## config.mk

```make
export PLATFORM = sky130hd
export DESIGN_NAME = alu_exec_sequencer
export DESIGN_NICKNAME = d
export VERILOG_FILES = /design/src/rtl/alu_pkg.sv /design/src/rtl/regfile_4x8.sv /design/src/rtl/alu_exec_sequencer.sv
export SDC_FILE = /design/constraint.sdc
export NUM_CORES = 1
export LEC_CHECK = 0
export ABC_AREA = 1
export BUFFER_PORTS_ARGS = -buffer_cell sky130_fd_sc_hd__buf_2
export CAP_MARGIN = 0
export CORE_MARGIN = 5
export CORE_UTILIZATION = 56
export DETAILED_ROUTE_END_ITERATION = 6
export PLACE_DENSITY = 0.8
export SETUP_SLACK_MARGIN = 0.3
export SLEW_MARGIN = 30
export SYNTH_ARGS = -nofsm -noshare
export SYNTH_HDL_FRONTEND = slang
export SYNTH_SLANG_ARGS = --single-unit
```

## constraint.sdc

```tcl
create_clock -name clk -period 3.4 [get_ports clk]
set_input_delay 0.17 -clock clk [delete_from_list [all_inputs] [get_ports clk]]
set_output_delay 0.17 -clock clk [all_outputs]
set_load 0.1 [all_outputs]
```

## src/rtl/alu_pkg.sv

```systemverilog
// Shared types and instruction field layout for the ALU issue/writeback sequencer.
package alu_pkg;

    typedef enum logic [2:0] {
        OP_ADD = 3'b000,
        OP_SUB = 3'b001,
        OP_AND = 3'b010,
        OP_OR  = 3'b011,
        OP_EOR = 3'b100,
        OP_BIC = 3'b101,
        OP_RSB = 3'b110,
        OP_BEQ = 3'b111
    } alu_op_t;

    typedef enum logic [1:0] {
        S_IDLE,
        S_DECODE,
        S_EXECUTE,
        S_WRITEBACK
    } seq_state_t;

    localparam int INSTR_W = 16;
    localparam int RIDX_W  = 2;
    localparam int OP_HI   = 15;
    localparam int OP_LO   = 13;
    localparam int IMM_BIT = 12;
    localparam int RD_HI   = 11;
    localparam int RD_LO   = 10;
    localparam int RN_HI   = 9;
    localparam int RN_LO   = 8;
    localparam int IMM_HI  = 7;
    localparam int IMM_LO  = 0;
    localparam int RM_HI   = 1;
    localparam int RM_LO   = 0;

    typedef struct packed {
        alu_op_t           op;
        logic              imm;
        logic [RIDX_W-1:0] rd;
        logic [RIDX_W-1:0] rn;
        logic [RIDX_W-1:0] rm;
        logic [7:0]        imm8;
    } instr_t;

    function automatic instr_t decode_instr(input logic [INSTR_W-1:0] w);
        instr_t d;
        d.op   = alu_op_t'(w[OP_HI:OP_LO]);
        d.imm  = w[IMM_BIT];
        d.rd   = w[RD_HI:RD_LO];
        d.rn   = w[RN_HI:RN_LO];
        d.rm   = w[RM_HI:RM_LO];
        d.imm8 = w[IMM_HI:IMM_LO];
        return d;
    endfunction

endpackage

```

## src/rtl/regfile_4x8.sv

```systemverilog
// Small register file: one write port, three combinational read ports, async clear.
module regfile_4x8 #(
    parameter int DATA_W = 8,
    parameter int NREGS  = 4,
    parameter int AW     = $clog2(NREGS)
) (
    input  logic              clk,
    input  logic              rst,
    input  logic              we,
    input  logic [AW-1:0]     waddr,
    input  logic [DATA_W-1:0] wdata,
    input  logic [AW-1:0]     rn_addr,
    output logic [DATA_W-1:0] rn_data,
    input  logic [AW-1:0]     rm_addr,
    output logic [DATA_W-1:0] rm_data,
    input  logic [AW-1:0]     dbg_addr,
    output logic [DATA_W-1:0] dbg_data
);

    logic [DATA_W-1:0] mem_q [NREGS];
    logic [DATA_W-1:0] mem_d [NREGS];

    always_comb begin
        mem_d = mem_q;
        if (we) mem_d[waddr] = wdata;
    end

    always_ff @(posedge clk or posedge rst) begin
        if (rst) begin
            for (int i = 0; i < NREGS; i++) mem_q[i] <= '0;
        end else begin
            mem_q <= mem_d;
        end
    end

    assign rn_data  = mem_q[rn_addr];
    assign rm_data  = mem_q[rm_addr];
    assign dbg_data = mem_q[dbg_addr];

endmodule

```

## src/rtl/alu_exec_sequencer.sv

```systemverilog
// Four-state issue/writeback controller feeding an external 8-bit ALU.
module alu_exec_sequencer
    import alu_pkg::*;
#(
    parameter int DATA_W = 8,
    parameter int NREGS  = 4
) (
    input  logic               clk,
    input  logic               rst,
    input  logic [INSTR_W-1:0] instr,
    input  logic               instr_valid,
    output logic               instr_ready,
    output logic [DATA_W-1:0]  alu_a,
    output logic [DATA_W-1:0]  alu_b,
    output logic [2:0]         alu_ctrl,
    input  logic [DATA_W-1:0]  alu_out,
    input  logic               alu_eq,
    output logic               done,
    output logic               branch_taken,
    output logic [7:0]         branch_off,
    input  logic [RIDX_W-1:0]  dbg_sel,
    output logic [DATA_W-1:0]  dbg_data
);

    seq_state_t         state_q, state_d;
    logic [INSTR_W-1:0] ir_q, ir_d;
    logic [DATA_W-1:0]  alu_a_q, alu_a_d;
    logic [DATA_W-1:0]  alu_b_q, alu_b_d;
    alu_op_t            alu_ctrl_q, alu_ctrl_d;
    logic [DATA_W-1:0]  result_q, result_d;
    logic               done_q, done_d;
    logic               branch_taken_q, branch_taken_d;
    logic [7:0]         branch_off_q, branch_off_d;

    instr_t             dec;
    logic               rf_we;
    logic [DATA_W-1:0]  rn_data, rm_data;

    assign dec = decode_instr(ir_q);

    regfile_4x8 #(
        .DATA_W (DATA_W),
        .NREGS  (NREGS)
    ) u_rf (
        .clk      (clk),
        .rst      (rst),
        .we       (rf_we),
        .waddr    (dec.rd),
        .wdata    (result_q),
        .rn_addr  (dec.rn),
        .rn_data  (rn_data),
        .rm_addr  (dec.rm),
        .rm_data  (rm_data),
        .dbg_addr (dbg_sel),
        .dbg_data (dbg_data)
    );

    always_comb begin
        state_d        = state_q;
        ir_d           = ir_q;
        alu_a_d        = alu_a_q;
        alu_b_d        = alu_b_q;
        alu_ctrl_d     = alu_ctrl_q;
        result_d       = result_q;
        done_d         = 1'b0;
        branch_taken_d = 1'b0;
        branch_off_d   = branch_off_q;
        rf_we          = 1'b0;

        case (state_q)
            S_IDLE: begin
                if (instr_valid) begin
                    ir_d    = instr;
                    state_d = S_DECODE;
                end
            end
            S_DECODE: begin
                alu_a_d    = rn_data;
                alu_b_d    = dec.imm ? DATA_W'(dec.imm8) : rm_data;
                alu_ctrl_d = dec.op;
                state_d    = S_EXECUTE;
            end
            S_EXECUTE: begin
                // done/branch_taken are flopped here so they are high during WRITEBACK;
                // alu_eq is meaningless unless the ALU is doing BEQ.
                result_d       = alu_out;
                done_d         = 1'b1;
                branch_taken_d = (dec.op == OP_BEQ) && alu_eq;
                if (dec.op == OP_BEQ) branch_off_d = dec.imm8;
                state_d        = S_WRITEBACK;
            end
            S_WRITEBACK: begin
                rf_we   = (dec.op != OP_BEQ);
                state_d = S_IDLE;
            end
            default: state_d = S_IDLE;
        endcase
    end

    always_ff @(posedge clk or posedge rst) begin
        if (rst) begin
            state_q        <= S_IDLE;
            ir_q           <= '0;
            alu_a_q        <= '0;
            alu_b_q        <= '0;
            alu_ctrl_q     <= OP_ADD;
            result_q       <= '0;
            done_q         <= 1'b0;
            branch_taken_q <= 1'b0;
            branch_off_q   <= '0;
        end else begin
            state_q        <= state_d;
            ir_q           <= ir_d;
            alu_a_q        <= alu_a_d;
            alu_b_q        <= alu_b_d;
            alu_ctrl_q     <= alu_ctrl_d;
            result_q       <= result_d;
            done_q         <= done_d;
            branch_taken_q <= branch_taken_d;
            branch_off_q   <= branch_off_d;
        end
    end

    assign instr_ready  = (state_q == S_IDLE);
    assign alu_a        = alu_a_q;
    assign alu_b        = alu_b_q;
    assign alu_ctrl     = alu_ctrl_q;
    assign done         = done_q;
    assign branch_taken = branch_taken_q;
    assign branch_off   = branch_off_q;

endmodule

```

Word level (Yosys, flattened, before mapping)
Index checks and enable logic that the tools add are counted.
{ "op_classes": {"n_lt_le_gt_ge": 5, "n_eq_ne": 6, "muxes": 18, "bitwise_logic": 4, "reduce_logical": 5} }
{ "op_table": {"columns": ["operator", "count"], "rows": [
  ["8-bit two-way mux", 8],
  ["8-bit binary-select mux with 2-bit select", 3],
  ["32-bit bitwise mux", 1],
  ["8-bit demux with 2-bit select", 1],
  ["3-bit >= comparator, second input constant", 4],
  ["2-bit inverter with 3-bit output", 4],
  ["2-bit one-hot mux with 4 select lines", 1],
  ["2-bit == test, second input constant", 2],
  ["2-bit AND reduction", 2],
  ["3-bit == test, second input constant", 1],
  ["3-bit by 1-bit < comparator with 1-bit output, second input constant", 1],
  ["1-bit two-way mux", 3],
  ["3-bit inequality test, second input constant", 1],
  ["2-bit by 1-bit == test with 1-bit output, second input constant", 1],
  ["1-bit logical AND", 2],
  ["2-bit zero test", 1],
  ["2-bit two-way mux", 1],
  ["2-bit inequality test, second input constant", 1]
]} }
{ "totals": {"regBits": 87, "inputBits": 30, "word_cells": 51} }

Logic depth before layout (Yosys ltp)
{ "depth": {"ltp_word": 6, "ltp_mapped": 9} }

Cells and area by module
From an unflattened synthesis, not the netlist that was laid out.
{ "hier_totals": {"cells_unflattened": 625, "area_unflattened_um2": 4739.5} }
{ "modules_own_cells": {"columns": ["mod", "n_inst", "cells_per_inst", "area_each_um2"], "rows": [
  ["alu_exec_sequencer", 1, 265, 2419.8],
  ["regfile_4x8", 1, 360, 2319.7]
]} }

Worst setup path after synthesis
No wires, ideal clock.
{ "synth_timing": {"path_kind": "input-to-output", "startpoint": "in dbg_sel[0]", "endpoint": "out dbg_data[3]", "t_arrival_ps": 2019, "required_time_ps": 3230, "setup_slack_ps": 1211, "cell_stages": 4, "n_path_buf": 1, "path_cell_list": "inv_1 -> buf_2 -> o21ai_0 -> o22ai_1"} }
{ "synth_via": {"elab_chain_cells": 4} }
{ "synth_rtl": {"columns": ["element", "line", "text"], "rows": [
  ["from (decl)", "alu_exec_sequencer.sv:21", "input logic [RIDX_W-1:0] dbg_sel,"],
  ["2-bit inverter with 3-bit output (not written as such)", "regfile_4x8.sv:38", "assign dbg_data = mem_q[dbg_addr];"],
  ["8-bit binary-select mux with 2-bit select", "regfile_4x8.sv:38", null],
  ["8-bit two-way mux (not written as such) (2 in series)", "regfile_4x8.sv:38", null],
  ["to (decl)", "alu_exec_sequencer.sv:22", "output logic [DATA_W-1:0] dbg_data"]
]} }
Every way passes these cells. The select of a mux whose other input is x is not followed.

Worst setup path in the final report
{ "layout_timing": {"startpoint": "reg state_q[0]", "endpoint": "reg ir_q[14]"} }
{ "layout_via": {"elab_chain_cells": 2} }
{ "layout_rtl": {"columns": ["element", "line", "text"], "rows": [
  ["from (decl)", "alu_exec_sequencer.sv:25", "seq_state_t state_q, state_d;"],
  ["from (signal assigned)", "alu_exec_sequencer.sv:112", "state_q <= state_d;"],
  ["2-bit zero test", "alu_exec_sequencer.sv:70", "case (state_q)"],
  ["2-bit AND reduction (no line)", null, null],
  ["to (signal assigned)", "alu_exec_sequencer.sv:113", "ir_q <= ir_d;"],
  ["to (decl)", "alu_exec_sequencer.sv:26", "logic [INSTR_W-1:0] ir_q, ir_d;"]
]} }
Every way passes these cells.
A chain may end at the register's enable or synchronous reset.

==> impl_metrics.yaml <==
timing:
  fmaxAchievable_ghz: 0.5352
  timing.final.crit_period_ps: 1868
  worst_clock_skew_ps: 13.04
  final.setup.tns_ps: 0
  worst_slew_pin_slew_ps: 877.4
  post-route-period-util: 0.5495
  max-slew-margin-rel: 0.4137
  unrepaired_setup_endpoints_after_global_routing: "false"
  final-setup-viol-count: 0
  finalHoldViolCount: 0
  timing_max_transition_violations_final: 0
run_status:
  status: "complete, no violations"
global_route:
  grt_total_ovfl: 0
  largest_net_degree_at_the_start_of_global_routing: 36
  grt_pass1_vias: 3379
  gr-usage-all-layers: 0.2183
  number_of_antenna_violations_at_the_first_check_in_global_routing: 0
  first_pass_grt_wire_length_um: 16630
floorplanning:
  initial_core_util: 0.5798
  floorplan.io_pins: 68
  die_y_um: 97.12
  fp-row-count: 31
  chipWidth_um: 97.12
  die-area_um2: 9432
  placeableCoreArea_um2: 7331
cts:
  root_cell_of_the_clock_tree: "sky130_fd_sc_hd__clkbuf_8"
  clock_network_latency_to_the_later_pin_of_the_worst_skew_pair_ps: 370
  cts-resized-gates: 0
  clock_sink_count: 87
  numCtsBuffers: 9
  tritoncts_clock_tree: "built"
  clk_pin_slew_worst_paths_ps: 90
  h_tree_depth: 3
  cts_buffer_depth: 2
routing:
  drt_drc_violations_left: 0
  vias: 3659
  routed_via_density: 5.342
  initialDrtViolationCount: 426
  routed_wl_per_cell_um: 14.58
  drt-total-wl_um: 9990
  drtPass1Iterations: 5
  detail-route-antenna-nets: 0
synthesis:
  seq_area_frac_synth: 0.5122
  synth-adder-area-share: 0.01178
  ys_warn_count: 0
  post-synth-top-area-cell: "sky130_fd_sc_hd__dfrtp_1"
  post_synth_edffs: 0
  synth.mux.area_fraction: 0.007948
  synth.area.top_cells: "sky130_fd_sc_hd__dfrtp_1 (51%), sky130_fd_sc_hd__nand2_1 (15%), sky130_fd_sc_hd__nor2_1 (5.5%), sky130_fd_sc_hd__o21ai_0 (3.8%), sky130_fd_sc_hd__o21ai_2 (3.3%)"
  ys_ff_latch: 87
  synth-compound-area-share: 0.1389
  synth_flop_cell: "sky130_fd_sc_hd__dfrtp_1"
  synthXorXnorAreaFrac: 0
  synth_area_in_simple_gates: 0.2479
  synth_top_cells_by_count: "sky130_fd_sc_hd__nand2_1 (174), sky130_fd_sc_hd__dfrtp_1 (87), sky130_fd_sc_hd__nor2_1 (62), sky130_fd_sc_hd__inv_1 (37), sky130_fd_sc_hd__o21ai_0 (32)"
  number_of_nets_in_the_synthesized_netlist: 557
  synth_top_area_share: 0.5122
  post_synth.cell_area_avg_um2: 8.127
  main_combinational_cell_family_by_area_after_synthesis: "simple AND/OR/NAND/NOR gates"
  synthesis.instances: 523
  post_synth_instance_area_um2: 4250
  top_count_cell_post_synth: "sky130_fd_sc_hd__nand2_1"
  async_reset_ff_frac: 1.000
  ys_types: 24
layout:
  fillerInstances: 626
  antennaDiodeCount: 0
  nets: 615
  layout_overhead_on_the_synthesized_area_pct: 11.80
  final_layout_size_suffix_gt1_frac: 0.2014
placed_design:
  post-dp-hpwl_um: 7194
  gp_routability_congestion: 0.8631
  io_buffers: 67
setup_path:
  r2r_start: "state_q[0]"
  timing.reg2reg.setup_slack_ps: 1530
  setup.worst_path.class: "flip-flop to flip-flop"
  timing.critical_path.cells: "inv_1, ha_1, nand2_1, mux2_2"
  critPathSlowestCell: "sky130_fd_sc_hd__nand2_1"
  timing.critical_path.max_delay_family: "simple AND/OR/NAND/NOR gates"
  worst-endpoint-arrival_ps: 2120
  cpPeakStageDelay_ps: 650
  critical_path.n_buffers_inverters: 1
  crit_cells: 4
  startpoint_type: "flip-flop"
  worst-path-max-fanout: 29
  setup.worst_path.end_class: "flip-flop"
  timing.critical_path.required_ps: 3650
  r2r.worst_path.cells: 4
  timing.rr.end: "ir_q[14]"
min_path:
  timing.hold.worst.start: "alu_out[5]"
  hold_path.class: "primary input to flip-flop"
  cells_on_worst_hold_path: 3
  hold_end: "result_q[5]"
flow_run:
  max_cap_viol_count: 0
==> cells by family (layout without fill, tap and decap cells) <==
logic type	after synthesis	count (layout)
mux	3	3
simple gates	260	260
fa+ha+maj	4	4
flops	87	87
buf+inv	66	129
compound gates	103	103
==> timing repair <==
item,4_1_cts,5_1_grt
setup endpoints to repair,0,0
endpoints found under the hold margin,33,0
setup buffers,0,0
hold buffers,1,0
==> worst min-delay path, delay by kind of cell <==
family	cells	cell delay, ps
simple gates	1	40
buf+inv	1	80
compound gates	1	50
==> registers in the layout, indices dropped and copies added (netlist names) <==
signal / flops
alu_b: 8
state_q: 2
u_rf.mem_q: 32
alu_a: 8
result_q: 8
branch_off: 8
alu_ctrl: 3
branch_taken: 1
ir_q: 16
done: 1
==> worst max path at each step <==
| stage | from | endpoint | slack, ps |
|---|---|---|---|
| 6_report | state_q[0] | ir_q[14] | 1530 |
| 3_3_place_gp | state_q[0] | ir_q[14] | 1600 |
| 4_1_cts | state_q[0] | ir_q[14] | 1510 |
| 3_5_place_dp | state_q[0] | ir_q[14] | 1530 |
| 5_1_grt | state_q[0] | ir_q[13] | 1350 |
| 2_1_floorplan | rst | alu_a[0] | 980 |
==> cells in the final DEF, fill, tap and decap left out, drive strengths merged <==
cell         count
dfrtp           87
clkbuf          10
inv             43
nand4            5
bufinv           1
mux2             3
nand3           16
buf             70
clkinv           3
nor2            64
ha               4
dlygate4sd3      1
clkinvlp         1
o22ai            8
o211ai           1
a21oi           20
nand2          175
a22oi            1
o21ai           73
==> area by class of cell <==
cell class                 count  area (um^2)  area share
clock buffer                  10        127.6     0.02686
clock inverter                 6        68.82     0.01448
inverter                      42        158.9     0.03344
multi-input combinational    370         1728      0.3636
sequential                    87         2177      0.4581
tap                           99        123.9     0.02607
timing repair buffer          71        367.9     0.07741
==> routing by layer <==
| metal | global-route usage | routed length, um | part of all wire |
|---|---|---|---|
| met3 | 0.04594 | 691 | 0.069 |
| met4 | 0.09179 | 203 | 0.020 |
| met1 | 0.3050 | 4491 | 0.45 |
| met2 | 0.3312 | 4603 | 0.46 |
| met5 | 0 | 0 | 0 |
==> through the flow <==
step | cells | cell area (um^2) | hold slack [ps] | worst slack, ps | util
5_1_grt | 685 | 4752 | 9.303 | 1354 | 0.6482
6_report | 685 | 4752 | 10.59 | 1532 | 0.6482
4_1_cts | 685 | 4752 | 0.9352 | 1506 | 0.6482
3_3_place_gp | 668 | 4546 | 236.5 | 1604 | 0.6201
3_5_place_dp | 668 | 4546 | 245.2 | 1531 | 0.6201
2_1_floorplan | 523 | 4250 | 286.8 | 979.8 | -
Power is left out: the tool's default activity adds up to more than one toggle a clock period on the data nets, which glitch-free logic cannot reach.
